===== src/rtl/truth_table_sweeper_if.sv =====
// Purpose: bundles the sweeper's control, stimulus and result signals.
// Latency: none, wiring only.
// Backpressure: none; start/abort are single-cycle pulses.
interface truth_table_sweeper_if #(
   parameter int N_IN = 3
);
   logic            start;
   logic            abort;
   logic            dut_out;
   logic [N_IN-1:0] vec_out;
   logic            busy;
   logic            done;
   logic            pass;
   logic [N_IN:0]   err_cnt;
   logic [N_IN-1:0] first_err_vec;
   logic            first_err_valid;

   // Controller / bench side: issues commands, observes stimulus and results.
   modport master (
      output start, abort, dut_out,
      input  vec_out, busy, done, pass, err_cnt, first_err_vec, first_err_valid
   );

   // Sweeper side.
   modport slave (
      input  start, abort, dut_out,
      output vec_out, busy, done, pass, err_cnt, first_err_vec, first_err_valid
   );
endinterface


===== src/rtl/truth_table_sweeper.sv =====
// Purpose: walks all 2**N_IN input vectors, checks dut_out against the EXPECT truth table.
// Latency: each vector held HOLD cycles; done rises 2**N_IN*HOLD edges after the start edge.
// Backpressure: none; start is ignored while busy, abort returns to IDLE.
module truth_table_sweeper #(
   parameter int                  N_IN   = 3,
   parameter int                  HOLD   = 4,
   parameter logic [2**N_IN-1:0]  EXPECT = 8'b1110_1000
) (
   input  logic                       clk,
   input  logic                       rst_n,
   truth_table_sweeper_if.slave       bus
);

   localparam int            HW        = (HOLD > 1) ? $clog2(HOLD) : 1;
   localparam logic [HW-1:0] HOLD_LAST = HW'(HOLD - 1);

   typedef enum logic [1:0] {IDLE, APPLY, DONE} state_t;

   state_t          state, state_n;
   logic [N_IN-1:0] vec_r, vec_n;
   logic [HW-1:0]   hold_r, hold_n;
   logic [N_IN:0]   err_r, err_n;
   logic [N_IN-1:0] fev_r, fev_n;
   logic            fevld_r, fevld_n;
   logic            busy_r, busy_n;
   logic            done_r, done_n;
   logic            pass_r, pass_n;
   logic            mismatch;

   // State and result registers; everything clears asynchronously on reset.
   always_ff @(posedge clk or negedge rst_n) begin
      if (!rst_n) begin
         state   <= IDLE;
         vec_r   <= '0;
         hold_r  <= '0;
         err_r   <= '0;
         fev_r   <= '0;
         fevld_r <= 1'b0;
         busy_r  <= 1'b0;
         done_r  <= 1'b0;
         pass_r  <= 1'b0;
      end else begin
         state   <= state_n;
         vec_r   <= vec_n;
         hold_r  <= hold_n;
         err_r   <= err_n;
         fev_r   <= fev_n;
         fevld_r <= fevld_n;
         busy_r  <= busy_n;
         done_r  <= done_n;
         pass_r  <= pass_n;
      end
   end

   // Next-state and next-output logic; results hold unless a transition updates them.
   always_comb begin
      state_n  = state;
      vec_n    = vec_r;
      hold_n   = hold_r;
      err_n    = err_r;
      fev_n    = fev_r;
      fevld_n  = fevld_r;
      busy_n   = busy_r;
      done_n   = done_r;
      pass_n   = pass_r;
      mismatch = 1'b0;
      case (state)
         IDLE, DONE: begin
            if (bus.start) begin
               state_n = APPLY;
               vec_n   = '0;
               hold_n  = '0;
               err_n   = '0;
               fev_n   = '0;
               fevld_n = 1'b0;
               busy_n  = 1'b1;
               done_n  = 1'b0;
               pass_n  = 1'b0;
            end
         end
         APPLY: begin
            if (bus.abort) begin
               // Error results are deliberately kept so an aborted run can be inspected.
               state_n = IDLE;
               busy_n  = 1'b0;
               done_n  = 1'b0;
               pass_n  = 1'b0;
            end else if (hold_r != HOLD_LAST) begin
               hold_n = hold_r + HW'(1);
            end else begin
               mismatch = (bus.dut_out != EXPECT[vec_r]);
               if (mismatch) begin
                  err_n = err_r + (N_IN+1)'(1);
                  if (!fevld_r) begin
                     fev_n   = vec_r;
                     fevld_n = 1'b1;
                  end
               end
               if (vec_r != {N_IN{1'b1}}) begin
                  vec_n  = vec_r + N_IN'(1);
                  hold_n = '0;
               end else begin
                  // The last sample's mismatch is already folded into err_n.
                  state_n = DONE;
                  busy_n  = 1'b0;
                  done_n  = 1'b1;
                  pass_n  = (err_n == '0);
               end
            end
         end
         default: state_n = IDLE;
      endcase
   end

   assign bus.vec_out         = vec_r;
   assign bus.busy            = busy_r;
   assign bus.done            = done_r;
   assign bus.pass            = pass_r;
   assign bus.err_cnt         = err_r;
   assign bus.first_err_vec   = fev_r;
   assign bus.first_err_valid = fevld_r;

endmodule


===== src/flat_wrapper.sv =====
// flat-port wrapper written by rule: the top's interface ports become plain ports
module truth_table_sweeper_flat 
#(
   parameter int                  N_IN   = 3,
   parameter int                  HOLD   = 4,
   parameter logic [2**N_IN-1:0]  EXPECT = 8'b1110_1000
)
  (clk, rst_n, bus_start, bus_abort, bus_dut_out, bus_vec_out, bus_busy, bus_done, bus_pass, bus_err_cnt, bus_first_err_vec, bus_first_err_valid);
  truth_table_sweeper_if #(.N_IN(N_IN)) bus_i ();
  input  logic clk;
  input  logic rst_n;
  input wire logic [$bits(bus_i.start)-1:0] bus_start;
  input wire logic [$bits(bus_i.abort)-1:0] bus_abort;
  input wire logic [$bits(bus_i.dut_out)-1:0] bus_dut_out;
  output wire logic [$bits(bus_i.vec_out)-1:0] bus_vec_out;
  output wire logic [$bits(bus_i.busy)-1:0] bus_busy;
  output wire logic [$bits(bus_i.done)-1:0] bus_done;
  output wire logic [$bits(bus_i.pass)-1:0] bus_pass;
  output wire logic [$bits(bus_i.err_cnt)-1:0] bus_err_cnt;
  output wire logic [$bits(bus_i.first_err_vec)-1:0] bus_first_err_vec;
  output wire logic [$bits(bus_i.first_err_valid)-1:0] bus_first_err_valid;
  assign bus_i.start = bus_start;
  assign bus_i.abort = bus_abort;
  assign bus_i.dut_out = bus_dut_out;
  assign bus_vec_out = bus_i.vec_out;
  assign bus_busy = bus_i.busy;
  assign bus_done = bus_i.done;
  assign bus_pass = bus_i.pass;
  assign bus_err_cnt = bus_i.err_cnt;
  assign bus_first_err_vec = bus_i.first_err_vec;
  assign bus_first_err_valid = bus_i.first_err_valid;
  truth_table_sweeper #(.N_IN(N_IN), .HOLD(HOLD), .EXPECT(EXPECT)) u_core (.clk(clk), .rst_n(rst_n), .bus(bus_i));
endmodule

===== config.mk =====
export PLATFORM = sky130hd
export DESIGN_NAME = truth_table_sweeper_flat
export DESIGN_NICKNAME = d
export VERILOG_FILES = /design/src/rtl/truth_table_sweeper_if.sv /design/src/rtl/truth_table_sweeper.sv /design/src/flat_wrapper.sv
export SDC_FILE = /design/constraint.sdc
export NUM_CORES = 1
export LEC_CHECK = 0
export CAP_MARGIN = 25
export CORE_MARGIN = 8
export CORE_UTILIZATION = 45
export CTS_CLUSTER_SIZE = 30
export DETAILED_ROUTE_END_ITERATION = 12
export PLACE_DENSITY_LB_ADDON = 0.25
export SYNTH_ARGS = -nofsm -noshare
export SYNTH_HDL_FRONTEND = slang
export SYNTH_SLANG_ARGS = --single-unit

===== constraint.sdc =====
create_clock -name clk -period 3.15 [get_ports clk]
set_input_delay 0.63 -clock clk [delete_from_list [all_inputs] [get_ports clk]]
set_output_delay 0.63 -clock clk [all_outputs]
set_load 0.005 [all_outputs]

==> impl_results.md <==
- TritonCTS clock tree: built
- Initial antenna violation count: 0
- Endpoints failing hold: 0
- CP bufs+invs: 1
- Pwr per Cell Area: 396 mW/mm2
- Worst-path clk slew: 100 ps
- GPL Wtd Cong: about 0.81
- Post-detailed-route count of antenna-violating nets: 0
- PortBufs: 18
- Critical path startpoint category: register
- Crit path DAT: 1300 ps
- DP Worst Slack: between 1000 and 1500 ps
- Ranking of synthesized cells by area: dfrtp_1 (45%), ha_1 (6.2%), mux2i_1 (6.0%)
- Core footprint: 0.00217 mm2
- Clk_skew: slightly above 4 ps
- Initial Util: 0.463
- Yosys top cell area share: 0.448
- Pleak: roughly 0.53 nW
- Per-cell routed wire length: 14.0 um
- Slowest stage delay, CP: between 500 and 600 ps
- Critical-path top delay cell: clkdlybuf4s50_1
- Final Net Count: 131
- Initial DRT Pass Iterations: 4
- Routed WL: 2060 um
- Hold WC Path Type: reg -> reg
- RSZ-0062 raised after global routing: no
- Syn Area/Cell: 10.1 um2
- Top Family by Delay on Critical Path: buffers and inverters
- Clock Sinks: 18
- Slew headroom: 0.450
- Clk root buf: clkbuf_4
- Power, Total: 0.491 mW
- Rows: 17
- Most frequent cells in the layout: clkdlybuf4s50_1 (18), dfrtp_1 (18), nand2_1 (13)
- Die height: ~63 um
- Tmin final: between 1500 and 2000 ps
- Detailed Place HPWL: 1580 um
- DRC Markers: 0
- Max Fanout on Critical Path: 7
- Cts-stage hold buffer count: 0
- Final period util: 0.614
- YS warnings: 0
- Final setup vio count: 0
- Number of global-route vias before repair: between 800 and 900
- Final TNS setup: 0 ps
- Final WS setup: 1220 ps
- DR vias: 782
- Gr usage total: 0.109
- Critical Path End Type: output port
- Post-synthesis cell type count: 36
- First-pass GRT wire length: ~3600 um
- Die X: approximately 63 um
- Max Cap Viol: 0
- Leading area contributor after synthesis: dfrtp_1
- Worst-margin pin slew: 822 ps
- Register bit total from synthesis: 18
- CP Cell Sequence: clkdlybuf4s50_1
- DR iter-0 viols: 12
- Status: finished, final reports clean
- Syn Nets: approximately 110
- Largest net degree at the start of global routing: 19
- H-tree depth: 1
- DR vias/cell: 5.32
- Total CTS buffers: 3
- Worst-Skew Late Latency: 280 ps
- Max clock buf depth: 2
- Crit path kind: reg -> out
- Peak supply drop: 252 uV
- Ports: 19
- Synthesized area: ~0.0010 mm2
- Synth Instances: a little under 100
- Grt total ovfl: 0
- Area added between synthesis and finish: 23.3%
- Worst path required time: 2520 ps
- DIE AREA: 0.00400 mm2
- Share of cells above drive strength 1: 0.0924
- Post-CTS resize count: 0
- Fmax: 0.517 GHz
- Pins Over Slew Limit: 0
- Post-CTS Setup Bufs: 0
- Sequential area share after synthesis: 0.448
- N_diodes: 0
[cells by family (layout without fill, tap and decap cells)]
group	after synthesis	count (layout)	synth area share
simple gates	38	38	0.198
mux	6	6	0.0598
flops	18	18	0.448
buf+inv	7	27	0.0261
xor+xnor	3	3	0.0448
fa+ha+maj	5	5	0.0623
compound gates	22	22	0.161
[where the power goes]
| part | total, mW | switching, mW | internal [mW] |
|---|---|---|---|
| logic | 0.108 | 0.0584 | 0.0492 |
| clock network | 0.112 | 0.0673 | 0.0443 |
| registers | 0.271 | 0.0194 | 0.252 |
[Yosys cell counts]
master / instances
xor2_1: 1
a22o_1: 1
xor2_4: 1
mux2i_1: 6
o2bb2ai_1: 1
clkbuf_1: 1
o31ai_2: 1
a21oi_4: 1
o21a_1: 1
a211oi_1: 1
nand3_1: 2
or3_1: 1
a21oi_1: 2
o21ai_0: 6
nor2_1: 9
nand3b_2: 1
dfrtp_1: 18
nor2b_4: 1
nand2_1: 13
and2_1: 2
ha_1: 5
nand2b_1: 3
inv_1: 6
a21boi_0: 1
a2bb2oi_1: 1
a31oi_1: 2
and2b_2: 1
nor2b_1: 1
o211ai_1: 1
nor2_2: 1
a32oi_1: 1
xnor2_1: 1
nor3b_1: 1
nor3_1: 1
nor3_2: 1
o31ai_1: 2
[metal layers]
layer	vias up	share of wire	global-route usage
met1	372	0.48	0.134
met3	4	0.048	0.0336
met4	0	0.017	0.0613
met2	16	0.45	0.165
li1	390	-	-
met5	-	0	0
[sequential cells by signal (all words and copies together) (netlist names)]
signal                      count
u_core.bus.err_cnt              4
u_core.bus.first_err_vec        3
u_core.bus.vec_out              3
u_core.hold_r                   2
u_core.state                    2
u_core.bus.busy                 1
u_core.bus.done                 1
u_core.bus.first_err_valid      1
u_core.bus.pass                 1
[worst paths after layout]
| check | endpoint | cells past startpoint | startpoint | slack (ps) |
|---|---|---|---|---|
| max in group asynchronous | u_core.bus.vec_out[0]$_DFFE_PN0P_ | 1 | rst_n | 1830 |
| min reg2reg | u_core.state[1]$_DFFE_PN0P_ | 2 | u_core.state[1]$_DFFE_PN0P_ | 500 |
| max reg2reg | u_core.bus.err_cnt[2]$_DFFE_PN0P_ | 7 | u_core.bus.vec_out[0]$_DFFE_PN0P_ | 1360 |
| max | bus_err_cnt[0] | 1 | u_core.bus.err_cnt[0]$_DFFE_PN0P_ | 1220 |
| min | u_core.state[1]$_DFFE_PN0P_ | 2 | u_core.state[1]$_DFFE_PN0P_ | 500 |
| min in group asynchronous | u_core.bus.vec_out[1]$_DFFE_PN0P_ | 1 | rst_n | 810 |
[stage by stage]
step                cells  instance area [um2]   util  hold WS [ps]
finish                147                 1240  0.571           499
global route          147                 1240  0.571           549
CTS                   147                 1240  0.571           498
detailed placement    144                 1220  0.561           473
global placement      144                 1220  0.561           469
floorplan              99                 1000      -           334
[final cells by class]
class,count,area (um2)
fillers,198,931
multi-input cells,74,528
repair buffers,18,180
flip-flops and latches,18,450
inverters,6,22.5
well taps,28,35.0
clock buffers,3,22.5
No activity file was read; power rests on OpenSTA's default activity.
